<file path="src/rtl/ldpc_pkg.sv">
// Shared LDPC front-end constants and the word packer state type.
package ldpc_pkg;
  localparam int unsigned LDPC_K_BITS = 648;
  localparam int unsigned BUS_WIDTH   = 32;

  typedef enum logic {FILL, FLUSH} packer_state_t;
endpackage

</file>
<file path="src/rtl/word_packer.sv">
// Narrow-to-wide gearbox: packs IN_WIDTH words MSB-first into OUT_WIDTH blocks for the LDPC encoder.
// Define WORD_PACKER_STATS_EN to add the blk_cnt emitted-block counter.
module word_packer
  import ldpc_pkg::*;
#(
  parameter int unsigned IN_WIDTH  = BUS_WIDTH,
  parameter int unsigned OUT_WIDTH = LDPC_K_BITS
) (
  input  logic                 clk,
  input  logic                 rst,
  input  logic                 valid_in,
  input  logic [IN_WIDTH-1:0]  data_in,
  input  logic                 last_in,
  output logic                 ready_in,
  output logic                 valid_out,
  output logic [OUT_WIDTH-1:0] data_out,
  output logic                 last_out,
  input  logic                 ready_out
`ifdef WORD_PACKER_STATS_EN
  ,
  output logic [15:0]          blk_cnt
`endif
);

  localparam int unsigned ACC_W  = OUT_WIDTH + IN_WIDTH;
  localparam int unsigned FILL_W = $clog2(ACC_W + 1);

  packer_state_t     state;
  logic [ACC_W-1:0]  acc;
  logic [ACC_W-1:0]  merged;
  logic [ACC_W-1:0]  carry;
  logic [FILL_W-1:0] fill;
  logic [FILL_W-1:0] sum;
  logic              out_free;
  logic              accept;

  // acc is kept zero below fill, so OR-merging the shifted word appends it without masking.
  always_comb begin
    out_free = !valid_out || ready_out;
    sum      = fill + FILL_W'(IN_WIDTH);
    merged   = acc | ({data_in, {OUT_WIDTH{1'b0}}} >> fill);
    carry    = merged << OUT_WIDTH;
    ready_in = 1'b0;
    if (state == FILL) begin
      ready_in = out_free || ((sum < FILL_W'(OUT_WIDTH)) && !last_in);
    end
    accept   = valid_in && ready_in;
  end

  always_ff @(posedge clk or negedge rst) begin
    if (!rst) begin
      state     <= FILL;
      acc       <= '0;
      fill      <= '0;
      valid_out <= 1'b0;
      data_out  <= '0;
      last_out  <= 1'b0;
    end else begin
      if (ready_out) begin
        valid_out <= 1'b0;
      end
      if (state == FILL) begin
        if (accept) begin
          if ((sum < FILL_W'(OUT_WIDTH)) && !last_in) begin
            acc  <= merged;
            fill <= sum;
          end else begin
            valid_out <= 1'b1;
            data_out  <= merged[ACC_W-1 -: OUT_WIDTH];
            if (sum > FILL_W'(OUT_WIDTH)) begin
              // Word straddles the block boundary: its tail seeds the next block.
              acc      <= carry;
              fill     <= sum - FILL_W'(OUT_WIDTH);
              last_out <= 1'b0;
              if (last_in) begin
                state <= FLUSH;
              end
            end else begin
              acc      <= '0;
              fill     <= '0;
              last_out <= last_in;
            end
          end
        end
      end else if (out_free) begin
        valid_out <= 1'b1;
        data_out  <= acc[ACC_W-1 -: OUT_WIDTH];
        last_out  <= 1'b1;
        acc       <= '0;
        fill      <= '0;
        state     <= FILL;
      end
    end
  end

`ifdef WORD_PACKER_STATS_EN
  always_ff @(posedge clk or negedge rst) begin
    if (!rst) begin
      blk_cnt <= '0;
    end else if (valid_out && ready_out) begin
      blk_cnt <= blk_cnt + 16'd1;
    end
  end
`endif

endmodule

</file>
<file path="config.mk">
export PLATFORM = sky130hd
export DESIGN_NAME = word_packer
export DESIGN_NICKNAME = d
export VERILOG_FILES = /design/src/rtl/ldpc_pkg.sv /design/src/rtl/word_packer.sv
export SDC_FILE = /design/constraint.sdc
export NUM_CORES = 2
export LEC_CHECK = 0
export CORE_ASPECT_RATIO = 1.25
export CORE_MARGIN = 4
export CORE_UTILIZATION = 30
export DETAILED_ROUTE_END_ITERATION = 8
export SKIP_LAST_GASP = 1
export SYNTH_ARGS = -nofsm -noshare
export SYNTH_HDL_FRONTEND = slang
export SYNTH_SLANG_ARGS = --single-unit
</file>
<file path="constraint.sdc">
create_clock -name clk -period 3.4 [get_ports clk]
set_input_delay 0.51 -clock clk [delete_from_list [all_inputs] [get_ports clk]]
set_output_delay 0.51 -clock clk [all_outputs]
set_load 0.02 [all_outputs]
</file>
# Word-level counts from Yosys, hierarchy flattened
# Cells that the tools add are included.
# op_classes
addsub	2
order_cmp	2
eq_ne	2
shift	1
n_mux	31
n_bitwise	1
n_reduce_logical	9
# op_table
op	count
$mux 680	5
$mux 648	4
$or 680x680->680	1
$shr 680x10->680	1
$mux 10	5
$mux 1	17
$add 10x6->10 const B	1
$gt 10x10->1 const B	1
$lt 10x10->1 const B	1
$sub 10x10->10 const B	1
$reduce_and 3->1	1
$logic_and 1x1->1	2
$logic_not 1->1	2
$logic_or 1x1->1	2
$ne 2x1->1 const B	1
$ne 2x2->1 const B	1
$reduce_and 2->1	1
$reduce_bool 2->1	1
# word_totals
register_bits	1341
inputBits	37
wordCells	54

# Logic depth before layout (Yosys ltp)
# logic_depth
word_depth	8
ltp_mapped	13
depth_no_buf	8

# Worst setup path before layout
# OpenSTA, ideal clock, no wires.
# synth_path
path_kind	reg2reg
startpoint	register fill[6]
endpoint	register last_out
setup_time_ps	137
t_arrival_ps	2618
required_ps	3263
path_slack_ps	644
path_stages_with_launch	10
cell_sequence	dfrtp_1 -> ha_1 -> or4b_1 -> a21oi_2 -> a22oi_2 -> a21oi_1 -> and2_1 -> clkbuf_1 -> clkbuf_1 -> a21oi_1
# synth_between
elab_chain_len	8
# synth_lines
item	line	rtl
from (decl)	word_packer.sv:32	logic [FILL_W-1:0] fill;
from (signal assigned)	word_packer.sv:66	fill <= sum;
from (signal assigned)	word_packer.sv:73	fill <= sum - FILL_W'(OUT_WIDTH);
$add 10x6->10	word_packer.sv:40	sum = fill + FILL_W'(IN_WIDTH);
$lt 10x10->1	word_packer.sv:45	ready_in = out_free || ((sum < FILL_W'(OUT_WIDTH)) && !last_in);
$logic_and 1x1->1	word_packer.sv:45	
$logic_or 1x1->1	word_packer.sv:45	
$mux 1	word_packer.sv:44	if (state == FILL) begin
named net ready_in	word_packer.sv:14	output logic ready_in,
$logic_and 1x1->1	word_packer.sv:47	accept = valid_in && ready_in;
$reduce_bool 2->1 (no line)	--	
$reduce_and 3->1 (no line)	--	
to (signal assigned)	word_packer.sv:81	last_out <= last_in;
to (decl)	word_packer.sv:17	output logic last_out,
# The timed path passes the listed nets, and every way through them passes these cells. The select of a mux whose other input is x is not followed.
# A chain may end at the register's enable or synchronous reset.

# Worst setup path after layout
# layout_path
startpoint	register fill[5]
endpoint	register data_out[294]
# layout_between
elab_chain_len	8
# layout_lines
item	line	rtl
$add 10x6->10	word_packer.sv:40	
$lt 10x10->1	word_packer.sv:45, word_packer.sv:64	
$logic_and 1x1->1	word_packer.sv:45, word_packer.sv:64	
$logic_or 1x1->1	word_packer.sv:45	
$mux 1	word_packer.sv:44	
$logic_and 1x1->1	word_packer.sv:47	
$reduce_bool 2->1 (no line)	--	
$reduce_and 3->1 (no line)	--	
to (signal assigned)	word_packer.sv:69	data_out <= merged[ACC_W-1 -: OUT_WIDTH];
to (signal assigned)	word_packer.sv:87	data_out <= acc[ACC_W-1 -: OUT_WIDTH];
to (decl)	word_packer.sv:16	output logic [OUT_WIDTH-1:0] data_out,
# Parallel ways exist; a longest one is shown, timed or not. The select of a mux whose other input is x is not followed.

==> results.sh <==
export IMPL_relSlewSlack=0.208
export IMPL_finalWeightedCongestion=0.912
export IMPL_fin_area_sq_um=70900
export IMPL_leakage_nw=30.8
export IMPL_synth_area_leaders="dfrtp_1 (61%), a21oi_1 (11%), nor2_1 (5.2%)"
export IMPL_area_delta_synth_final_pct=29.8
export IMPL_vias=46600
export IMPL_yosys_warnings=0
export IMPL_rows=174
export IMPL_ys_seq_area_frac=0.613
export IMPL_grtUsageMet1=0.313
export IMPL_top_usage_layer="met2"
export IMPL_power_mw=70.3
export IMPL_netlist_area_sq_um=54600
export IMPL_drt_initial_drc_count=4358
export IMPL_timing_rr_end="data_out[294]$_DFFE_PN0P_"
export IMPL_finalClockSkew_ps=42.6
export IMPL_wirelength_um=222000
export IMPL_synth_edf_count=0
export IMPL_core_sq_um=180000
export IMPL_r2r_start="fill[5]$_DFFE_PN0P_"
export IMPL_setup_viol=0
export IMPL_die_y_um=485
export IMPL_insertion_delay_ps=810
export IMPL_place_area_sq_um=66100
export IMPL_period_share=0.972
export IMPL_r2r_slack_ps=90
export IMPL_io_buffers=687
export IMPL_htreeDepth=4
export IMPL_min_period_ps=3310
export IMPL_cts_buffer_depth=3
export IMPL_min_path_type="input port to async pin"
export IMPL_timing_max_transition_violations_final=0
export IMPL_syn_nets=5748
export IMPL_worst_setup_path_type="register to register"
export IMPL_use_met2=0.338
export IMPL_die_area_sq_um=189000
export IMPL_fp_dieW_um=390
export IMPL_ant_nets=0
export IMPL_end_kind="register"
export IMPL_ir_worst_vdd_uv=555
export IMPL_drive_gt1_frac=0.0976
export IMPL_grt_usage=0.230
export IMPL_drt_pass1_iterations=6
export IMPL_tightest_slew_ps=1190
export IMPL_antenna_found_initial=31
export IMPL_wl_per_cell_um=25.2
export IMPL_grt_max_degree=155
export IMPL_synth_ff_type="dfrtp_1"
export IMPL_cts_tree="done"
export IMPL_ios=688
export IMPL_crit_required_ps=4110
export IMPL_nFillCells=17900
export IMPL_cts_buffers=141
export IMPL_layout_commonest_cell="dfrtp_1"
export IMPL_reg2regPathDepth=7
export IMPL_mostFrequentLayoutCells="dfrtp_1 (1336), a21oi_1 (1173), nor2_1 (746), clkdlybuf4s50_1 (685), nand2_1 (681)"
export IMPL_ys_seq_elements=1338
export IMPL_initial_core_util=0.303
export IMPL_drc=0
export IMPL_cp_arrival_ps=4020
export IMPL_fmax_ghz=0.303
export IMPL_fin_nets=6382
export IMPL_grt_pass1_wl_um=322000
export IMPL_async_reset_ff_frac=1.00
export IMPL_path_max_fanout=51
export IMPL_synth_top_cell_area_share=0.613
export IMPL_status="complete, no violations"
export IMPL_grt_pass1_vias=45100
export IMPL_clk_pin_slew_ps=60
export IMPL_rsz0062_at_grt="no"
export IMPL_synth_top_area_cell="dfrtp_1"
export IMPL_gr_usage_met3=0.0790
export IMPL_root_buffer="clkbuf_16"
export IMPL_post_dp_hpwl_um=156000
export IMPL_p_per_area_nw_per_um2=991
export IMPL_ys_types=58
export IMPL_post_route_util=0.393
export IMPL_timing_hold_ws_ps=297
export IMPL_cp_start_kind="register"
export IMPL_hold_viol=0
export IMPL_viasPerCell=5.27
export IMPL_cts_sinks=1338
export IMPL_syn_inst=5709
export IMPL_overflow=0
export IMPL_maxCapViolCount=0
export IMPL_postSynthAreaPerCell_sq_um=9.57
per-stage QoR:
stage	setup WS, ps	setup TNS, ps	instances
floorplan	644	0	5709
global placement	-172	-3630	8569
detailed placement	-169	-3160	8569
CTS	74.3	0	8824
global route	28.8	0	8831
finish	94.7	0	8840
power by group:
group	internal (mW)	switching [mW]
clock	8.86	6.92
combinational	10.6	20.3
sequential	20.4	3.08
cell usage after synthesis, drive strengths merged, types with 3 or more instances:
master      n
nand2     681
and3        6
a31oi     113
a22o       72
nand3      13
a211o       4
clkbuf    358
xnor2       5
nand2b     17
xor2        3
o22a        8
o211ai      3
nor2b      11
buf       146
o21ai     630
o21a       23
inv        23
mux2       22
dfrtp    1338
a32oi      14
o22ai      97
nor3       37
nor4        4
nor2      757
o32ai       4
a21oi    1175
a21o        6
a2bb2oi     4
mux2i      32
or2        11
a22oi      15
and2       53
o2bb2ai     7
cells by family after synthesis:
group | after synthesis | share of synthesized area
fa+ha+maj | 2 | 0.000458
buf+inv | 527 | 0.0414
mux | 55 | 0.0108
compound gates | 2184 | 0.216
xor+xnor | 8 | 0.00156
flops | 1338 | 0.613
simple gates | 1595 | 0.117
critical path: stages (launching register included):
cell and delay, ps:
dfrtp_4 430, buf_4 720, nor2b_1 700, a22oi_1 310, o22ai_4 430, buf_12 240, a21oi_1 100, o21ai_0 200
layer usage:
layer,wire [um],vias up
met5,198,-
met4,8520,32
met3,24100,392
met2,95800,2039
met1,93800,23200
li1,-,20900
worst max-delay path by stage:
stage	endpoint	cells past startpoint	slack, ps	startpoint
2_1_floorplan	last_out$_DFFE_PN0P_	9	640	fill[6]$_DFFE_PN0P_
3_3_place_gp	acc[674]$_DFFE_PN0P_	6	-170	ready_out
3_5_place_dp	acc[676]$_DFFE_PN0P_	6	-170	ready_out
4_1_cts	ready_in	6	70	fill[5]$_DFFE_PN0P_
5_1_grt	data_out[294]$_DFFE_PN0P_	7	30	fill[5]$_DFFE_PN0P_
6_report	data_out[294]$_DFFE_PN0P_	7	90	fill[5]$_DFFE_PN0P_
flip-flops by register name, summed over array words and instances (netlist names):
name	count
acc	680
last_out	1
state	1
data_out	648
fill	7
valid_out	1
repair_timing:
action / 4_1_cts / 5_1_grt
resized for setup: 5 / 0
hold buffers: 1 / 0
endpoints found under the hold margin: 65 / 0
buffers inserted: 2 / 4
cloned: 0 / 0
pin swaps: 3 / 1
endpoints found under the setup margin: 1 / 1
final cells by class:
type | instances | area (sq um) | area share
antenna | 12 | 30.0 | 0.000424
clock buffer | 196 | 3990 | 0.0562
clock inverter | 56 | 702 | 0.00990
inverter | 23 | 86.3 | 0.00122
multi-input combinational | 3844 | 19400 | 0.273
sequential | 1338 | 33500 | 0.472
tap | 2376 | 2970 | 0.0419
timing repair buffer | 995 | 10300 | 0.145
No activity file was read; power rests on OpenSTA's default activity.
